## src/rtl/pipe_hazard_ctrl.sv

```systemverilog
// Stall/flush sequencer for the 5-stage pipeline: load-use, taken branch, memory wait.
// Build option PIPE_STALL_CNT_EN adds stall_cycles/flush_events counters.
module pipe_hazard_ctrl #(
  parameter int WAIT_W   = 4,
  parameter int MAX_WAIT = 15
) (
  input  logic       Clk,
  input  logic       Clrn,
  input  logic [4:0] id_rs,
  input  logic [4:0] id_rt,
  input  logic       id_uses_rt,
  input  logic       ex_m2reg,
  input  logic [4:0] ex_rn,
  input  logic       br_taken,
  input  logic       mem_access,
  input  logic       dmem_ready,
  output logic       pc_en,
  output logic       ifid_en,
  output logic       ifid_flush,
  output logic       idex_en,
  output logic       idex_bubble,
  output logic       exmem_en,
  output logic       memwb_en,
  output logic       memwb_bubble,
`ifdef PIPE_STALL_CNT_EN
  output logic [31:0] stall_cycles,
  output logic [31:0] flush_events,
`endif
  output logic       mem_err
);

  localparam logic [1:0] S_RUN   = 2'd0;
  localparam logic [1:0] S_MWAIT = 2'd1;
  localparam logic [1:0] S_ERR   = 2'd2;

  localparam logic [WAIT_W-1:0] LP_MAX = MAX_WAIT[WAIT_W-1:0];

  logic [1:0]        r_state;
  logic [1:0]        w_state_nx;
  logic [WAIT_W-1:0] r_wait_cnt;
  logic [WAIT_W-1:0] w_wait_nx;
  logic              r_mem_err;
  logic              w_err_nx;
  logic              w_mstall;
  logic              w_lu;
  logic              w_hold;

  assign w_mstall = mem_access & ~dmem_ready;
  assign w_lu = ex_m2reg & (ex_rn != 5'd0) &
                ((ex_rn == id_rs) | (id_uses_rt & (ex_rn == id_rt)));
  // In MWAIT only dmem_ready matters; upstream is frozen so mem_access is stale.
  assign w_hold = ((r_state == S_RUN) & w_mstall) |
                  ((r_state == S_MWAIT) & ~dmem_ready);

  always_comb begin
    pc_en        = 1'b1;
    ifid_en      = 1'b1;
    ifid_flush   = 1'b0;
    idex_en      = 1'b1;
    idex_bubble  = 1'b0;
    exmem_en     = 1'b1;
    memwb_en     = 1'b1;
    memwb_bubble = 1'b0;
    if (!Clrn) begin
      pc_en        = 1'b0;
      ifid_en      = 1'b0;
      ifid_flush   = 1'b1;
      idex_en      = 1'b0;
      idex_bubble  = 1'b1;
      exmem_en     = 1'b0;
      memwb_en     = 1'b0;
      memwb_bubble = 1'b1;
    end else if (r_state == S_ERR || r_state == 2'd3) begin
      pc_en        = 1'b0;
      ifid_en      = 1'b0;
      idex_en      = 1'b0;
      exmem_en     = 1'b0;
      memwb_en     = 1'b0;
      memwb_bubble = 1'b1;
    end else if (w_hold) begin
      pc_en        = 1'b0;
      ifid_en      = 1'b0;
      idex_en      = 1'b0;
      exmem_en     = 1'b0;
      memwb_bubble = 1'b1;
    end else if (br_taken) begin
      ifid_flush   = 1'b1;
      idex_bubble  = 1'b1;
    end else if (w_lu) begin
      pc_en        = 1'b0;
      ifid_en      = 1'b0;
      idex_bubble  = 1'b1;
    end
  end

  always_comb begin
    w_state_nx = r_state;
    w_wait_nx  = r_wait_cnt;
    w_err_nx   = r_mem_err;
    unique case (r_state)
      S_RUN: begin
        if (w_mstall) begin
          w_state_nx = S_MWAIT;
          w_wait_nx  = {{(WAIT_W-1){1'b0}}, 1'b1};
        end
      end
      S_MWAIT: begin
        if (dmem_ready) begin
          w_state_nx = S_RUN;
          w_wait_nx  = '0;
        end else if (r_wait_cnt == LP_MAX) begin
          w_state_nx = S_ERR;
          w_err_nx   = 1'b1;
        end else begin
          w_wait_nx  = r_wait_cnt + 1'b1;
        end
      end
      S_ERR: w_err_nx = 1'b1;
      default: w_state_nx = S_ERR;
    endcase
  end

  always_ff @(posedge Clk) begin
    if (!Clrn) begin
      r_state    <= S_RUN;
      r_wait_cnt <= '0;
      r_mem_err  <= 1'b0;
    end else begin
      r_state    <= w_state_nx;
      r_wait_cnt <= w_wait_nx;
      r_mem_err  <= w_err_nx;
    end
  end

  assign mem_err = r_mem_err;

`ifdef PIPE_STALL_CNT_EN
  logic [31:0] r_stall_cycles;
  logic [31:0] r_flush_events;

  always_ff @(posedge Clk) begin
    if (!Clrn) begin
      r_stall_cycles <= '0;
      r_flush_events <= '0;
    end else begin
      if (!pc_en && r_stall_cycles != 32'hFFFF_FFFF)
        r_stall_cycles <= r_stall_cycles + 32'd1;
      if (ifid_flush && r_flush_events != 32'hFFFF_FFFF)
        r_flush_events <= r_flush_events + 32'd1;
    end
  end

  assign stall_cycles = r_stall_cycles;
  assign flush_events = r_flush_events;
`endif

endmodule

```

## config.mk

```make
export PLATFORM = sky130hd
export DESIGN_NAME = pipe_hazard_ctrl
export DESIGN_NICKNAME = d
export VERILOG_FILES = /design/src/rtl/pipe_hazard_ctrl.sv
export SDC_FILE = /design/constraint.sdc
export NUM_CORES = 1
export LEC_CHECK = 0
export CAP_MARGIN = 20
export CORE_UTILIZATION = 25
export DETAILED_ROUTE_END_ITERATION = 10
export PLACE_DENSITY_LB_ADDON = 0.15
export SYNTH_ARGS = -nofsm -noshare
export SYNTH_HDL_FRONTEND = slang
export SYNTH_SLANG_ARGS = --single-unit
```

## constraint.sdc

```tcl
create_clock -name Clk -period 2.06 [get_ports Clk]
set_input_delay 0.206 -clock Clk [delete_from_list [all_inputs] [get_ports Clk]]
set_output_delay 0.206 -clock Clk [all_outputs]
set_load 0.005 [all_outputs]
```

==> metrics.yaml, run 1 <==
cells_and_area:
  layout-drive-gt1-share_pct: 16.04
  nets: 130
  antennaDiodeCount: 0
  synthToLayoutAreaGrowth_pct: 76.94
  num-fill-cells: 201
cts:
  cts.sinks: 7
  cts.clk_slew.worst_paths_ns: 0.05
  cts_tree: "done"
  cts_buffer_depth: 2
  clk_latency_ns: 0.26
  cts_buffers: 3
  htree_levels: 1
  hold_buffers: 0
  root_buffer: "clkbuf_4"
worst_setup_path:
  worst_setup_path_end_kind: "output port"
  crit_fanout: 2
  setup.worst_path.class: "in -> out"
  arrival_ns: 1.74
  worstPathRequired_ns: 1.85
  start_kind: "input pin"
placement:
  hpwl_um: 1045
  place_congestion: 0.7853
  io_buffers: 30
synthesis:
  yosysSeqAreaShare_pct: 26.35
  synth_cell_types: 29
  syn_area_um2: 531.8
  synth_top_area_share_pct: 26.35
  yosys_warnings: 0
  synth.avg_cell_area_um2: 8.057
  synth_nets: 89
  ys_seq_elements: 7
  synth_edf_count: 0
  synthCells: 66
  async_flop_share_pct: 0
  ys.flop_type: "dfxtp_1"
  synth_area_leaders: "dfxtp_1, xor2_1, nor2_1"
  synth_top_area_cell: "dfxtp_1"
  synth_commonest_cells: "nor2_1, xor2_1, dfxtp_1"
global_routing:
  grt_pass1_vias: 510
  use_met1_pct: 14.19
  grtUsageTotal_pct: 13.73
  grt_pass1_wl_um: 2035
  grt_overflow: 0
  top_usage_layer: "met2"
  antenna_found_initial: 0
  met2_usage_pct: 20.81
  grt_max_degree: 9
  met3_usage_pct: 6.667
floorplanning:
  die_y_um: 48.12
  dieArea_um2: 2316
  die_w_um: 48.12
  io_pins: 31
  row_count: 16
  initial_core_util_pct: 26.83
  core_region_area_um2: 1982
timing:
  worst_hold_slack_ns: 0.5117
  grt_setup_unrepaired: "no"
  slew_violations: 0
  setup_tns_ns: 0
  slew_headroom_pct: 70.35
  min_period_ns: 1.945
  setup_viol: 0
  fmax_mhz: 514.2
  worstMarginPinSlew_ns: 0.4437
  fin_crit_sh_pct: 94.41
  finalHoldViolCount: 0
  final.setup_skew_ns: 0.001956
status:
  status: "completed"
route:
  drtAntennaViolNets: 0
  drc: 0
  vias: 605
  wl_um: 1299
  drtIter0Drc: 7
  dr.pass1.iters: 4
  wire_per_inst_um: 9.767
  avgViaCountPerCell: 4.549
worst_hold_path:
  hp-class: "reg -> reg"
power_and_ir_drop:
  ir_worst_vdd_v: 0.0002569
  power.density_nw_per_um2: 418.9
  leakage_nw: 0.4031
run:
  max_cap_viol_count: 0
==> through the flow <==
stage	worst slack [ns]	power (W)	utilization [%]	instances	instance area [µm²]
2_1_floorplan	0.6129	0.0001899	-	66	531.8
3_3_place_gp	-0.2725	0.0002719	45.58	128	903.4
3_5_place_dp	-0.2777	0.0002718	45.58	128	903.4
4_1_cts	0.02143	0.0004062	47.73	134	945.9
5_1_grt	0.01688	0.0004275	47.47	133	940.9
6_report	0.1152	0.0003942	47.47	133	940.9
==> repair_timing <==
item                       CTS  global route
buffers inserted             2             0
setup endpoints to repair    3             3
pin swaps                    3             2
gates resized for setup     15             1
==> power breakdown <==
part	internal [W]	total, W	switching (W)
clock	0.0000742	0.000129	0.0000548
sequential	0.000139	0.000141	0.00000204
combinational	0.0000782	0.000125	0.0000465
==> flip-flops by register name, indices dropped and copies added (netlist names) <==
name	flops
r_wait_cnt	4
r_state	2
mem_err	1
==> area by class of cell <==
type	count	area, µm²	area share, %
multi-input cells	52	372.9	39.63
repair buffers	38	349.1	37.10
flip-flops and latches	7	140.1	14.89
well taps	27	33.78	3.590
clock buffers	4	26.28	2.793
inverters	5	18.77	1.995
==> cell families after synthesis <==
kind of cell / after synthesis / share of synthesized area, %
buffers and inverters: 7 / 6.352
flip-flops: 7 / 26.35
adder cells (fa/ha/maj): 1 / 2.353
AND/OR/NAND/NOR: 26 / 27.30
multiplexers: 2 / 3.765
XOR/XNOR: 10 / 16.47
AO/OA/AOI/OAI: 13 / 17.41
==> final timing paths <==
check                             startpoint                          to  slack [ns]  cells after the start
hold / removal    r_wait_cnt[2]$_SDFFE_PN0P_        mem_err$_SDFFE_PN0P_        0.51                      2
setup / recovery                    id_rt[3]                     ifid_en        0.12                      6
setup reg to reg  r_wait_cnt[0]$_SDFFE_PN0P_  r_wait_cnt[1]$_SDFFE_PN0P_        0.58                      5
hold reg to reg   r_wait_cnt[2]$_SDFFE_PN0P_        mem_err$_SDFFE_PN0P_        0.51                      2
==> critical path, stage by stage <==
cell	delay [ns]
clkdlybuf4s50_1	0.41
xor2_1	0.15
nor4_2	0.24
a32oi_1	0.15
o311a_1	0.31
dlygate4sd2_1	0.26
==> routing by layer <==
layer	up-vias	part of all wire, %
met4	0	3.7
met3	5	6.2
li1	313	-
met5	-	0
met1	266	42
met2	21	48
==> layout by cell type (no fill, tap or decap), drive strengths merged, types with 2 or more instances in the layout <==
| master | count |
|---|---|
| mux2i | 2 |
| dfxtp | 7 |
| clkdlybuf4s50 | 21 |
| o21ai | 3 |
| dlygate4sd2 | 7 |
| buf | 9 |
| clkbuf | 4 |
| nand4 | 2 |
| a21oi | 4 |
| inv | 5 |
| xor2 | 9 |
| and2 | 2 |
| nor2 | 9 |
| nand2 | 3 |
| nor3 | 2 |
Note: power is estimated with default switching activity, not from simulation.
==> inputs of run 2 (changes only) <==
SKIP_LAST_GASP = 1   (was unset)
==> metrics.yaml, run 2 (synthesis gave the netlist of run 1 again) <==
power_and_ir_drop:
  p_sw_w: 0.0001034  # about the same
  power.density_nw_per_um2: 417.9  # -0.24%
  clkPwrFrac_pct: 32.7  # about the same
  p_comb_share_pct: 31.7  # about the same
  leakage_nw: 0.4127  # +2.4%
  netSwitchingFraction_pct: 26.19  # about the same
  ir_worst_vdd_v: 0.0002569  # unchanged
  p_int_w: 0.0002914  # +0.19%
  power_frac_seq_pct: 35.6  # about the same
cts:
  root_buffer: "clkbuf_4"
  cts_tree: "done"
  cts.clk_slew.worst_paths_ns: 0.05  # about the same
  htree_levels: 1  # unchanged
  clk_latency_ns: 0.26  # about the same
  cts_buffer_depth: 2  # unchanged
  cts_buffers: 3  # unchanged
  cts.sinks: 7  # unchanged
global_routing:
  grt_overflow: 0  # unchanged
  antenna_found_initial: 0  # unchanged
  grt_pass1_vias: 510  # unchanged
  grt_pass1_wl_um: 2035  # unchanged
  grt_max_degree: 9  # unchanged
  grtUsageTotal_pct: 13.73  # unchanged
placement:
  hpwl_um: 1045  # unchanged
  io_buffers: 30  # unchanged
  dpl.cell_count: 128  # unchanged
  place_congestion: 0.7853  # unchanged
run:
  max_cap_viol_count: 0  # unchanged
worst_setup_path:
  worstPathRequired_ns: 1.85  # about the same
  arrival_ns: 1.74  # about the same
  crit_fanout: 3  # +1
  setup.worst_path.class: "in -> out"
  start_kind: "input pin"
  worst_setup_path_end_kind: "output port"
status:
  status: "completed"
floorplanning:
  dieArea_um2: 2316  # unchanged
  io_pins: 31  # unchanged
  core_region_area_um2: 1982  # unchanged
  die_y_um: 48.12  # unchanged
  initial_core_util_pct: 26.83  # unchanged
  die_w_um: 48.12  # unchanged
  row_count: 16  # unchanged
cells_and_area:
  top_register: "r_wait_cnt"
  final_cell_mix: "clkdlybuf4s50_1, nor2_1, xor2_1"
  antennaDiodeCount: 0  # unchanged
  nets: 130  # unchanged
  num-fill-cells: 199  # -1.0%
  utilization_pct: 47.66  # +0.19 points
  largest_reg_flops: 4  # unchanged
  layoutNonFillerInstCount: 133  # unchanged
  layout-drive-gt1-share_pct: 16.04  # unchanged
  synthToLayoutAreaGrowth_pct: 77.65
  final_common_cell: "clkdlybuf4s50_1"
route:
  wire_per_inst_um: 9.835  # +0.69%
  drtIter0Drc: 7  # unchanged
  drtAntennaViolNets: 0  # unchanged
  wl_um: 1308  # +0.69%
  avgViaCountPerCell: 4.594  # +0.99%
  vias: 611  # +0.99%
  dr.pass1.iters: 4  # unchanged
  drc: 0  # unchanged
timing:
  min_period_ns: 1.945  # -0.0002150 ns
  finalHoldViolCount: 0  # unchanged
  fmax_mhz: 514.2  # about the same
  setup_viol: 0  # unchanged
  final.setup_skew_ns: 0.001956  # unchanged
  slew_headroom_pct: 70.35  # unchanged
  fin_crit_sh_pct: 94.40  # about the same
  grt_setup_unrepaired: "no"
  worstMarginPinSlew_ns: 0.4437  # -0.0000003576 ns
  worst_hold_slack_ns: 0.5117  # unchanged
  slew_violations: 0  # unchanged
worst_hold_path:
  hp-class: "reg -> reg"
-- run 2: repair_timing --
item | CTS | global route
endpoints found under the setup margin | 3 | 3
resized for setup | 14 | 2
pin swaps | 3 | 2
hold buffers | 0 | 0
setup buffers | 2 | 0
-- run 2: path summary, 6_finish.rpt --
kind / startpoint / endpoint / slack (ns) / cells past startpoint
max: dmem_ready / ifid_flush / 0.12 / 7
min: r_wait_cnt[2]$_SDFFE_PN0P_ / mem_err$_SDFFE_PN0P_ / 0.51 / 2
max reg2reg: r_wait_cnt[0]$_SDFFE_PN0P_ / r_wait_cnt[1]$_SDFFE_PN0P_ / 0.58 / 5
min reg2reg: r_wait_cnt[2]$_SDFFE_PN0P_ / mem_err$_SDFFE_PN0P_ / 0.51 / 2
-- run 2: worst max-delay path, cell delays in order --
cell and delay [ns]:
clkdlybuf4s50_1 0.48, o21bai_1 0.13, and2_1 0.16, buf_4 0.12
nand2_1 0.08, nand2_1 0.07, clkdlybuf4s50_1 0.50
-- run 2: through the flow --
| stage | area (µm²) | TNS (ns) | setup WS [ns] | total power [W] |
|---|---|---|---|---|
| 5_1_grt | 944.7 | 0 | 0.01582 | 0.0004283 |
| 4_1_cts | 947.2 | -0.08650 | -0.08650 | 0.0004073 |
| 3_3_place_gp | 903.4 | -0.7917 | -0.2725 | 0.0002719 |
| 2_1_floorplan | 531.8 | 0 | 0.6129 | 0.0001899 |
| 6_report | 944.7 | 0 | 0.1154 | 0.0003948 |
| 3_5_place_dp | 903.4 | -0.8020 | -0.2777 | 0.0002718 |
-- run 2: layer usage --
layer | up-vias | GRT usage, % | wire length [µm]
met1 | 272 | 14.19 | 543
met4 | 0 | 11.67 | 48
met5 | - | 0 | 0
met2 | 21 | 20.81 | 634
met3 | 5 | 6.667 | 81
li1 | 313 | - | -
-- run 2: area by class of cell --
cell class / count / area, µm² / area share (%)
Sequential cell: 7 / 140.1 / 14.83
Timing Repair Buffer: 38 / 352.8 / 37.35
Multi-Input combinational cell: 52 / 372.9 / 39.47
Clock buffer: 4 / 26.28 / 2.781
Tap cell: 27 / 33.78 / 3.576
Inverter: 5 / 18.77 / 1.987
-- run 2: power groups by stage --
stage | clock, W | sequential [W] | combinational, W
after CTS | 0.000138 | 0.000141 | 0.000129
after global placement | 0 | 0.000143 | 0.000128
after detailed placement | 0 | 0.000144 | 0.000128
after global routing | 0.000148 | 0.000141 | 0.000139
after floorplan | 0 | 0.000144 | 0.0000459
final | 0.000129 | 0.000141 | 0.000125
